--- src/rtl/op_dispatcher_if.sv ---
// Operation descriptor types and the push/issue handshake bundle between host, dispatcher and cpu.
// slave = dispatcher view; master = host/cpu side (testbench).
package op_dispatcher_pkg;
    localparam int NCOEFF  = 64;
    localparam int NPRIMES = 4;
    localparam int IDX_W   = 4;

    typedef enum logic [2:0] {
        OP_NOP       = 3'd0,
        OP_CT_CT_ADD = 3'd1,
        OP_CT_CT_SUB = 3'd2,
        OP_CT_CT_MUL = 3'd3,
        OP_CT_PT_ADD = 3'd4,
        OP_CT_PT_MUL = 3'd5
    } op_mode_t;

    typedef struct packed {
        op_mode_t           mode;
        logic [IDX_W-1:0]   idx1_a;
        logic [IDX_W-1:0]   idx1_b;
        logic [IDX_W-1:0]   idx2_a;
        logic [IDX_W-1:0]   idx2_b;
        logic [IDX_W-1:0]   out_a;
        logic [IDX_W-1:0]   out_b;
    } operation;
endpackage

interface op_dispatcher_if;
    import op_dispatcher_pkg::*;

    logic     in_valid;
    logic     in_ready;
    operation in_op;
    operation op;
    logic     op_start;
    logic     done_in;

    modport slave  (input  in_valid, in_op, done_in, output in_ready, op, op_start);
    modport master (output in_valid, in_op, done_in, input  in_ready, op, op_start);
endinterface

--- src/rtl/op_dispatcher.sv ---
// Serialising issue stage for cpu: queues descriptors, issues one at a time, head popped on done/timeout.
// Push-to-op_start 2 edges from an idle empty queue; in_ready drops while count == DEPTH.
module op_dispatcher
    import op_dispatcher_pkg::*;
#(
    parameter int DEPTH   = 4,
    parameter int TIMEOUT = NCOEFF * NPRIMES + 20,
    parameter int RCNT_W  = 16
) (
    input  logic                         clk,
    input  logic                         reset,
    op_dispatcher_if.slave               io,
    output logic                         busy,
    output logic [$clog2(DEPTH+1)-1:0]   count,
    output logic                         timeout_err,
    output logic [RCNT_W-1:0]            retired
);
    localparam int PTR_W = $clog2(DEPTH);
    localparam int CNT_W = $clog2(DEPTH + 1);
    localparam int WD_W  = (TIMEOUT > 1) ? $clog2(TIMEOUT) : 1;
    localparam logic [WD_W-1:0]  WD_LAST  = WD_W'(TIMEOUT - 1);
    localparam logic [CNT_W-1:0] CNT_FULL = CNT_W'(DEPTH);

    typedef enum logic [1:0] {IDLE, ISSUE, WAIT} state_t;

    state_t           state, state_nxt;
    operation         mem [DEPTH];
    logic [PTR_W-1:0] head, tail;
    logic [WD_W-1:0]  wd;
    logic             push, pop, load, retire, expire;

    assign io.in_ready = (count != CNT_FULL);
    assign push        = io.in_valid && io.in_ready;
    assign io.op_start = (state == ISSUE);
    assign busy        = (state != IDLE);

    // done_in is only honoured in WAIT, so a level held over IDLE/ISSUE cannot retire the next op.
    always_comb begin
        state_nxt = state;
        load      = 1'b0;
        pop       = 1'b0;
        retire    = 1'b0;
        expire    = 1'b0;
        case (state)
            IDLE: begin
                if (count != '0) begin
                    load      = 1'b1;
                    state_nxt = ISSUE;
                end
            end
            ISSUE: state_nxt = WAIT;
            WAIT: begin
                if (io.done_in) begin
                    pop       = 1'b1;
                    retire    = 1'b1;
                    state_nxt = IDLE;
                end else if (wd == WD_LAST) begin
                    pop       = 1'b1;
                    expire    = 1'b1;
                    state_nxt = IDLE;
                end
            end
            default: state_nxt = IDLE;
        endcase
    end

    always_ff @(posedge clk or negedge reset) begin
        if (!reset) state <= IDLE;
        else        state <= state_nxt;
    end

    always_ff @(posedge clk or negedge reset) begin
        if (!reset) begin
            head        <= '0;
            tail        <= '0;
            count       <= '0;
            wd          <= '0;
            io.op       <= '0;
            timeout_err <= 1'b0;
            retired     <= '0;
        end else begin
            if (push) tail <= tail + 1'b1;
            if (pop)  head <= head + 1'b1;
            if (push && !pop)      count <= count + 1'b1;
            else if (pop && !push) count <= count - 1'b1;
            if (load) io.op <= mem[head];
            if (state == ISSUE)            wd <= '0;
            else if (state == WAIT && !pop) wd <= wd + 1'b1;
            if (retire) retired     <= retired + 1'b1;
            if (expire) timeout_err <= 1'b1;
        end
    end

    // Storage holds no control state, so it is left out of reset.
    always_ff @(posedge clk) begin
        if (push) mem[tail] <= io.in_op;
    end
endmodule

--- src/flat_wrapper.sv ---
// flat-port wrapper written by rule: the top's interface ports become plain ports
module op_dispatcher_flat import op_dispatcher_pkg::*;
#(
    parameter int DEPTH   = 4,
    parameter int TIMEOUT = NCOEFF * NPRIMES + 20,
    parameter int RCNT_W  = 16
)
  (clk, reset, busy, count, timeout_err, retired, io_in_valid, io_in_op, io_done_in, io_in_ready, io_op, io_op_start);
  op_dispatcher_if io_i ();
  input  logic clk;
  input  logic reset;
  output logic busy;
  output logic [$clog2(DEPTH+1)-1:0] count;
  output logic timeout_err;
  output logic [RCNT_W-1:0] retired;
  input wire logic [$bits(io_i.in_valid)-1:0] io_in_valid;
  input wire logic [$bits(io_i.in_op)-1:0] io_in_op;
  input wire logic [$bits(io_i.done_in)-1:0] io_done_in;
  output wire logic [$bits(io_i.in_ready)-1:0] io_in_ready;
  output wire logic [$bits(io_i.op)-1:0] io_op;
  output wire logic [$bits(io_i.op_start)-1:0] io_op_start;
  assign io_i.in_valid = io_in_valid;
  assign io_i.in_op = io_in_op;
  assign io_i.done_in = io_done_in;
  assign io_in_ready = io_i.in_ready;
  assign io_op = io_i.op;
  assign io_op_start = io_i.op_start;
  op_dispatcher #(.DEPTH(DEPTH), .TIMEOUT(TIMEOUT), .RCNT_W(RCNT_W)) u_core (.clk(clk), .reset(reset), .io(io_i), .busy(busy), .count(count), .timeout_err(timeout_err), .retired(retired));
endmodule
--- config.mk ---
export PLATFORM = sky130hd
export DESIGN_NAME = op_dispatcher_flat
export DESIGN_NICKNAME = d
export VERILOG_FILES = /design/src/rtl/op_dispatcher_if.sv /design/src/rtl/op_dispatcher.sv /design/src/flat_wrapper.sv
export SDC_FILE = /design/constraint.sdc
export NUM_CORES = 1
export LEC_CHECK = 0
export BUFFER_PORTS_ARGS = -buffer_cell sky130_fd_sc_hd__buf_2
export CAP_MARGIN = 25
export CORE_MARGIN = 2
export CORE_UTILIZATION = 32
export DETAILED_ROUTE_END_ITERATION = 10
export GPL_ROUTABILITY_DRIVEN = 1
export GPL_TIMING_DRIVEN = 0
export SLEW_MARGIN = 30
export SYNTH_ARGS = -nofsm -noshare
export SYNTH_HDL_FRONTEND = slang
export SYNTH_SLANG_ARGS = --single-unit
--- constraint.sdc ---
create_clock -name clk -period 2.75 [get_ports clk]
set_input_delay 0.275 -clock clk [delete_from_list [all_inputs] [get_ports clk]]
set_output_delay 0.275 -clock clk [all_outputs]
set_load 0.02 [all_outputs]
==> results.toml <==
[critical_path]
r2r_end = "u_core.count[2]"
rrSetupSlack_ns = 0.17
crit_chain = "ha_1 -> and4bb_2 -> and2_1 -> o21ai_1 -> ha_1 -> inv_1 -> fa_1 -> xor2_1 -> nor2_1 -> xor2_1"
max_stage_delay_ns = 0.40
arrival_ns = 2.93
cp-end-kind = "register"
crit_path_max_fanout = 4
crit_slowest_cell = "dfrtp_1"
ff2ff_path_depth = 10
cp_top_family = "adder cells"
critPathLaunchType = "register"
crit_type = "reg2reg"
cp.required_ns = 3.10
path_buf_inv = 1
reg2reg_from = "u_core.wd[0]"

[clock_tree]
clk_pin_slew_ns = 0.07
cts_max_level = 4
cts_root_buffer = "clkbuf_16"
cts_sinks = 170
cts_tree = "built"
clk_latency_ns = 0.43
cts_setup_buffers = 0
max-clock-path-buffers = 2
cts_buffers = 17

[global_route]
gr-total-overflow = 0
track_usage_pct = 12.8
antenna_found_initial = 1
grt_pass1_vias = 3590
grt_first_pass_wirelength_mm = 20.6
grt_max_degree = 41

[synthesis]
mappedNetlistArea_um2 = 6600
synthArstFlopShare_pct = 36.5
synth_area_per_cell_um2 = 19.0
synth_edf_count = 108
synth-seq-area-share_pct = 72.7
synthFlopType = "edfxtp_1"
yosys-top-cells-area = "edfxtp_1 49%, dfrtp_1 24%, mux4_2 9.2%"
synth_common_cells = "108 x edfxtp_1, 62 x dfrtp_1, 31 x mux2_2, 27 x mux4_2, 12 x xnor2_1"
synth_seq_cells = 170
synth_fp_nets = 387
synth_most_common_cell = "edfxtp_1"
yosysWarnings = 0
ys_types = 43
synthCells = 348
yosysTopAreaCellShare_pct = 49.2
synth_area_leader_cell = "edfxtp_1"

[power_and_ir_drop]
power_density_nw_per_um2 = 1100
seq_power_share_pct = 41.8
internal_power_mw = 6.02
comb_power_share_pct = 31.8
ir_drop_mv = 0.399
p_sw_share_pct = 32.4
p_leak_nw = 3.13
clkPwrFrac_pct = 26.5
netSwitchingPower_mw = 2.88

[finish]
n_fill_cell = 1827
syn_to_final_growth_pct = 22.4
final_util_pct = 39.9
multiInputGateArea_um2 = 1740
antenna_cells = 0
layout-drive-gt1-share_pct = 41.2
final_nets = 492
ff_latch_area_um2 = 4790

[detailed_routing]
routed_wl_mm = 13.2
vias_per_cell = 4.66
drc = 0
drt-initial-drc-count = 133
firstDrtPassIters = 4
final_antenna_net_count = 0
vias = 3432
drt-wirelength-per-cell_um = 18.0

[hold_path]
min_path_type = "in2reg"
hp-start = "io_in_op[13]"
hold_depth = 1
holdPathEnd = "u_core.mem[3][13]"

[floorplan]
rows = 52
die_h_um = 148
ios = 81
die_x_um = 148
die_area_um2 = 21800
core_um2 = 20200
initial_core_util_pct = 32.6

[sta]
rsz0062_at_grt = "false"
tns_ns = 0
post-route-min-period_ns = 2.58
finalSetupViolCount = 0
relSlewSlack_pct = 46.2
hold_viol_final = 0
clock.fmax_ghz = 0.387
skew_ns = 0.0101
worst_pin_slew_ns = 0.807
slew_viol_final = 0
finalCritPeriodShare_pct = 93.9

[outcome]
outcome = "completed"

[placed_design]
gp_congestion = 0.762
io_buffers = 80
dpl.hpwl_mm = 8.88

[job]
drv_cap = 0
==> logic make-up (layout without fill, tap and decap cells) <==
group | count (synthesis) | count (layout) | synth area share [%]
mux | 59 | 59 | 14.7
xor+xnor | 22 | 22 | 2.92
fa+ha+maj | 8 | 8 | 1.63
flops | 170 | 170 | 72.7
simple gates | 62 | 62 | 5.65
compound gates | 15 | 15 | 1.44
buf+inv | 12 | 130 | 1.01
==> power by group through the flow <==
stage | Sequential [mW] | Clock [mW] | Combinational, mW
final | 3.71 | 2.35 | 2.83
after global routing | 3.79 | 2.53 | 3.06
after CTS | 3.73 | 2.42 | 2.92
after detailed placement | 3.78 | 0 | 2.91
after global placement | 3.76 | 0 | 2.70
after floorplan | 4.03 | 0 | 1.62
==> cell type report <==
cell class	count	area share, %
plain buffers	8	0.635
inverters	4	0.186
repair buffers	86	6.82
flip-flops and latches	170	59.4
clock inverters	15	1.95
multi-input cells	166	21.6
well taps	270	4.18
clock buffers	17	5.27
==> cell usage in the layout (no fill, tap or decap), types with 2 or more instances in the layout <==
cell,n
a21o_1,2
a21oi_1,3
and2_1,2
and3_1,5
and3_2,4
buf_16,5
buf_2,81
buf_4,4
clkbuf_1,2
clkbuf_16,17
clkinv_4,4
dfrtp_1,62
edfxtp_1,108
ha_1,7
inv_1,4
inv_6,6
mux2_2,31
mux4_2,27
nand2_1,8
nand2b_1,2
nand3_1,11
nand4_1,7
nor2_1,6
nor3_1,2
nor3b_1,2
o211ai_1,2
o21ai_0,3
or2_2,2
xnor2_1,12
xor2_1,10
==> metrics by stage <==
step                      hold WS (ns)  total power, mW  setup slack, ns  area (µm²)  instances
after global routing            0.0439             9.39           0.0403        8070        736
after floorplan                -0.0206             5.65            0.406        6600        348
after CTS                       0.0408             9.07          0.00111        8070        736
after detailed placement         0.220             6.69           0.0143        7480        703
final                           0.0616             8.89            0.167        8070        736
after global placement           0.456             6.46            0.146        7330        698
==> per-layer routing <==
metal	vias up	routed length [µm]	GRT usage (%)
met5	-	16	0
met4	2	236	5.19
met3	20	437	3.12
met2	58	6600	21.0
met1	1787	5930	16.4
li1	1565	-	-
==> registers in the layout, summed over array words and instances, names as in the netlist, 2 cells and up <==
name            cells
u_core.count        3
u_core.mem        108
u_core.wd           9
u_core.tail         2
u_core.io.op       27
u_core.retired     16
u_core.head         2
u_core.state        2
==> worst max-delay path by stage <==
stage                       startpoint  cells after the start         endpoint  slack, ns
final                     u_core.wd[0]                     10  u_core.count[2]       0.17
after global routing      u_core.wd[0]                     10  u_core.count[2]       0.04
after CTS                 u_core.wd[0]                     10  u_core.count[2]      0.001
after detailed placement  u_core.wd[0]                     10  u_core.count[2]       0.01
after global placement    u_core.wd[0]                     10  u_core.count[2]       0.15
after floorplan           u_core.wd[0]                     10  u_core.count[2]       0.41
==> repair_timing <==
item                                    4_1_cts  5_1_grt
resized for setup                             0        1
endpoints found under the hold margin        22        0
endpoints found under the setup margin        0        2
hold buffers                                  1        0
Power figures use the tool's default switching activity.
